==> config.mk <==
export PLATFORM = sky130hd
export DESIGN_NAME = rf_write_arbiter
export DESIGN_NICKNAME = d
export VERILOG_FILES = /design/src/rtl/rf_write_arbiter.sv
export SDC_FILE = /design/constraint.sdc
export NUM_CORES = 1
export LEC_CHECK = 0
export CAP_MARGIN = 5
export CORE_ASPECT_RATIO = 0.9
export CORE_MARGIN = 8
export CORE_UTILIZATION = 41
export CTS_BUF_LIST = sky130_fd_sc_hd__clkbuf_8
export DETAILED_ROUTE_END_ITERATION = 8
export PLACE_DENSITY = 0.67
export SLEW_MARGIN = 30
export SYNTH_ARGS = -nofsm -noshare
export SYNTH_HDL_FRONTEND = slang
export SYNTH_SLANG_ARGS = --single-unit
==> constraint.sdc <==
create_clock -name clk -period 6.86 [get_ports clk]
set_input_delay 1.029 -clock clk [delete_from_list [all_inputs] [get_ports clk]]
set_output_delay 1.029 -clock clk [all_outputs]
set_load 0.02 [all_outputs]
==> src/rtl/rf_write_arbiter.sv <==
// rf_write_arbiter: shares the register-file write port between pipeline
// writeback (primary) and a long-latency unit (secondary, queued in order).
// Optional build macro: RFARB_BYPASS_EN lets a secondary result go straight to
// the write port when the queue is empty and writeback is idle.
module rf_write_arbiter #(
  parameter int DEPTH        = 4,
  parameter int STARVE_LIMIT = 8
) (
  input  logic                     clk,
  input  logic                     rst,
  input  logic                     wb_valid,
  input  logic [4:0]               wb_reg,
  input  logic [31:0]              wb_data,
  output logic                     wb_stall,
  input  logic                     lu_valid,
  output logic                     lu_ready,
  input  logic [4:0]               lu_reg,
  input  logic [31:0]              lu_data,
  output logic                     rf_reg_write,
  output logic [4:0]               rf_write_reg,
  output logic [31:0]              rf_write_data,
  output logic [31:0]              busy_mask,
  output logic [$clog2(DEPTH):0]   q_count
);

  localparam int PW = $clog2(DEPTH);
  localparam int CW = PW + 1;
  localparam int SW = $clog2(STARVE_LIMIT + 1);
  localparam logic [CW-1:0] FULL_CNT = CW'(DEPTH);
  localparam logic [SW-1:0] SLIM     = SW'(STARVE_LIMIT);

  typedef enum logic [1:0] {
    SEL_NONE,
    SEL_WB,
    SEL_HEAD,
    SEL_LU
  } sel_e;

  logic [4:0]    q_reg  [DEPTH];
  logic [31:0]   q_data [DEPTH];
  logic [PW-1:0] rd_ptr;
  logic [PW-1:0] wr_ptr;
  logic [CW-1:0] count;
  logic [SW-1:0] starve_cnt;
  logic          alive;
  logic          wb_req;
  logic          q_req;
  logic          full;
  logic          push;
  logic          pop;
  sel_e          sel;

  assign q_count  = count;
  assign full     = (count == FULL_CNT);
  // alive keeps lu_ready low while reset is held and for the release cycle
  assign lu_ready = alive && !full;
  // rst gating keeps the write port quiet while reset is asserted
  assign wb_req   = wb_valid && (wb_reg != '0) && !rst;
  assign q_req    = (count != '0);
  assign pop      = (sel == SEL_HEAD);
  assign wb_stall = wb_req && pop;
  assign push     = lu_valid && lu_ready && (lu_reg != '0) && (sel != SEL_LU);

  // Write-port grant: head wins when WB is idle or the queue has starved
  always_comb begin
    sel = SEL_NONE;
    if (q_req && (!wb_req || starve_cnt == SLIM)) begin
      sel = SEL_HEAD;
    end else if (wb_req) begin
      sel = SEL_WB;
    end
`ifdef RFARB_BYPASS_EN
    else if (!q_req && lu_valid && lu_ready && (lu_reg != '0)) begin
      sel = SEL_LU;
    end
`endif
  end

  // Register-file write mux; zero address/data when nothing is granted
  always_comb begin
    rf_reg_write  = 1'b0;
    rf_write_reg  = '0;
    rf_write_data = '0;
    case (sel)
      SEL_WB: begin
        rf_reg_write  = 1'b1;
        rf_write_reg  = wb_reg;
        rf_write_data = wb_data;
      end
      SEL_HEAD: begin
        rf_reg_write  = 1'b1;
        rf_write_reg  = q_reg[rd_ptr];
        rf_write_data = q_data[rd_ptr];
      end
      SEL_LU: begin
        rf_reg_write  = 1'b1;
        rf_write_reg  = lu_reg;
        rf_write_data = lu_data;
      end
      default: ;
    endcase
  end

  // Busy mask: OR of one-hot destinations over the occupied window
  always_comb begin
    busy_mask = '0;
    for (int unsigned i = 0; i < DEPTH; i++) begin
      if (CW'(PW'(i - 32'(rd_ptr))) < count) begin
        busy_mask[q_reg[i]] = 1'b1;
      end
    end
  end

  // Queue storage; contents are qualified by pointers/count, so no reset
  always_ff @(posedge clk) begin
    if (push) begin
      q_reg[wr_ptr]  <= lu_reg;
      q_data[wr_ptr] <= lu_data;
    end
  end

  // Pointers, occupancy, starvation counter and post-reset ready enable
  always_ff @(posedge clk or posedge rst) begin
    if (rst) begin
      rd_ptr     <= '0;
      wr_ptr     <= '0;
      count      <= '0;
      starve_cnt <= '0;
      alive      <= 1'b0;
    end else begin
      alive <= 1'b1;
      if (push) wr_ptr <= wr_ptr + 1'b1;
      if (pop)  rd_ptr <= rd_ptr + 1'b1;
      count <= count + CW'(push) - CW'(pop);
      if (!q_req || pop) begin
        starve_cnt <= '0;
      end else if (wb_req && starve_cnt != SLIM) begin
        starve_cnt <= starve_cnt + 1'b1;
      end
    end
  end

endmodule

==> run_results.csv <==
group,metric,value,unit
clocking,clk_latency,0.45,ns
hold_path,min-delay-path-class,"flop to flop",
yosys,yosys.area.top_type_share,0.572,
power_and_ir_drop,ir_drop,0.172,mV
floorplanning,die_area,23600,µm²
route,routedWlPerCell,23.8,µm
floorplanning,ioPinCount,153,
yosys,synth_simple_gate_area_frac,0.0674,
yosys,ys_warn_count,0,
yosys,synth.area.top_cells,"edfxtp_1, mux4_2, a22o_1",
timing,rsz0062_at_grt,"no",
timing,finalHoldViolCount,0,
yosys,netlist_area,7770,µm²
timing,worst_pin_slew,0.930,ns
timing,tns,0,ns
run,drv_cap,0,
route,vias,5201,
timing,fin_crit_sh,0.704,
route,drc,0,
floorplanning,dieHeight,147,µm
layout,multi_input_area,2780,µm²
yosys,yosysUniqueCellTypes,55,
layout,nNetsFinal,743,
layout,fillers,1547,
layout,finish.instance_area,9950,µm²
yosys,synthXorXnorAreaFrac,0.00901,
grt,grt_start_max_net_pins,45,
power_and_ir_drop,power.leakage,3.42,nW
route,ant_nets,0,
clocking,clockRootBuffer,"clkbuf_8",
yosys,syn-num-nets,591,
layout,syn_to_final_growth,28.0,%
grt,overflow,0,
clocking,path_clk_slew,0.09,ns
timing,setup_viol,0,
layout,final_common_cell,"clkdlybuf4s50_1",
grt,grt_pass1_wl,32800,µm
floorplanning,row_count,47,
floorplanning,initial_core_util,0.421,
yosys,synth-seq-area-share,0.610,
clocking,cts_buffer_depth,2,
yosys,muxShareOfSynthArea,0.109,
timing,report.final.slew_viol_count,0,
yosys,synth_fa_ha_area_frac,0.0219,
placement,place_area,9540,µm²
setup_path,setup.worst_path.start_class,"input port",
yosys,synth_top_family_by_area,"compound AO/OA/AOI/OAI gates",
route,vias_per_cell,5.72,
layout,fin_util,0.539,
yosys,synth_area_per_cell,15.5,µm²
power_and_ir_drop,power_density,362,nW/µm²
setup_path,endpoint_kind,"output port",
clocking,hold_buffers,0,
grt,grt_pass1_vias,5477,
layout,drive_above_1_share,0.151,
yosys,ys_seq_elements,160,
setup_path,cp_data_arrival_time,3.80,ns
setup_path,critPathMaxFanout,39,
timing,period_minus_slack,4.83,ns
yosys,yosys.area.top_type,"edfxtp_1",
clocking,h-tree-depth,4,
layout,diodes,0,
yosys,syn_inst,500,
yosys,synth_compound_area_frac,0.145,
power_and_ir_drop,p_int,2.26,mW
route,drtIter0Drc,325,
setup_path,critPathRequiredTime,5.83,ns
layout,seq_area,4750,µm²
power_and_ir_drop,pwr-share-clk,0.183,
power_and_ir_drop,switching_share,0.373,
setup_path,worstSetupPathType,"input port to output port",
timing,clock-skew-final,0.0168,ns
route,drt_wl_total,21600,µm
clocking,post_cts_buffers,0,
floorplanning,fp.dieW,161,µm
placement,dp_hpwl,15200,µm
yosys,ys_async_sr_fraction,0.0750,
status,status,"completed",
grt,grt_antenna_before_repair,0,
clocking,cts_buffers,17,
timing,fmax,207,MHz
yosys,synthFlopType,"edfxtp_1",
floorplanning,core_area,18500,µm²
clocking,clkSinkCount,160,
placement,gp_congestion,0.838,
power_and_ir_drop,combinationalPowerShare,0.462,
layout,largest_reg_flops,128,
placement,io_buffers,152,
timing,slew_headroom,0.377,
power_and_ir_drop,seqPwrFrac,0.355,
layout,final_cell_mix,"clkdlybuf4s50_1, edfxtp_1, a22o_1, mux4_2, inv_1",
yosys,synth_edf_count,148,
grt,grt_use_total,0.183,
timing,setup_ws,2.03,ns
placement,post-place-ws,1.78,ns
power_and_ir_drop,power.switching,1.35,mW
route,drt_first_pass_iters,5,
clocking,cts-resized-gates,0,
clocking,tritoncts,"yes",
power_and_ir_drop,power,3.61,mW
## power groups by stage
stage	registers [mW]	clock network [mW]	logic, mW
finish	1.28	0.661	1.67
global route	1.29	0.718	1.79
CTS	1.28	0.679	1.69
detailed placement	1.30	0	1.68
global placement	1.29	0	1.66
floorplan	1.27	0	1.07
## layout make-up
type,instances,share of cell area
clock inverter,14,0.0147
multi-input combinational,278,0.280
tap,245,0.0308
inverter,34,0.0128
clock buffer,17,0.0235
sequential,160,0.477
timing repair buffer,161,0.161
## path summary, 6_finish.rpt
kind                       slack [ns]          start              end  cells past startpoint
setup reg to reg                 4.18     q_count[2]       q_count[2]                      7
min in group asynchronous        0.92            rst            alive                      2
hold reg to reg                  0.50  starve_cnt[0]    starve_cnt[0]                      1
setup / recovery                 2.03      wb_reg[1]  rf_write_reg[1]                      6
max in group asynchronous        5.53            rst        rd_ptr[0]                      2
hold / removal                   0.50  starve_cnt[0]    starve_cnt[0]                      1
## through the flow
| stage | instances | hold slack [ns] |
|---|---|---|
| floorplan | 500 | 0.449 |
| global placement | 876 | 0.460 |
| detailed placement | 876 | 0.482 |
| CTS | 907 | 0.495 |
| global route | 909 | 0.514 |
| finish | 909 | 0.496 |
## critical path, cell delays in order
cell	delay, ns
clkdlybuf4s50_1	0.42
or4_4	0.59
o211ai_4	0.29
o21a_4	0.48
a22o_1	0.31
clkdlybuf4s50_1	0.64
## Yosys cell counts (12+ instances only)
master    number
a22o_1        38
nor2_1        24
edfxtp_1     148
nor2b_1       13
o221ai_1      16
o22ai_1       14
dfrtp_1       12
mux4_2        37
a221o_1       13
a22oi_1       16
inv_1         34
ha_1          12
## layer usage
layer  share of wire  vias up  GRT usage
met5               0        -          0
li1                -     2360          -
met2            0.48      190      0.297
met3           0.055       33     0.0556
met4           0.028        0     0.0703
met1            0.44     2618      0.226
## logic make-up (layout without fill, tap and decap cells)
| group | Yosys count | after routing |
|---|---|---|
| DFF | 160 | 160 |
| AOI/OAI and AO/OA | 126 | 126 |
| and+or+nand+nor | 92 | 92 |
| buffers and inverters | 62 | 226 |
| muxes | 38 | 38 |
| adders and majority gates | 13 | 13 |
| xor gates and xnor gates | 8 | 8 |
| other | 1 | 1 |
Power figures use the tool's default switching activity.
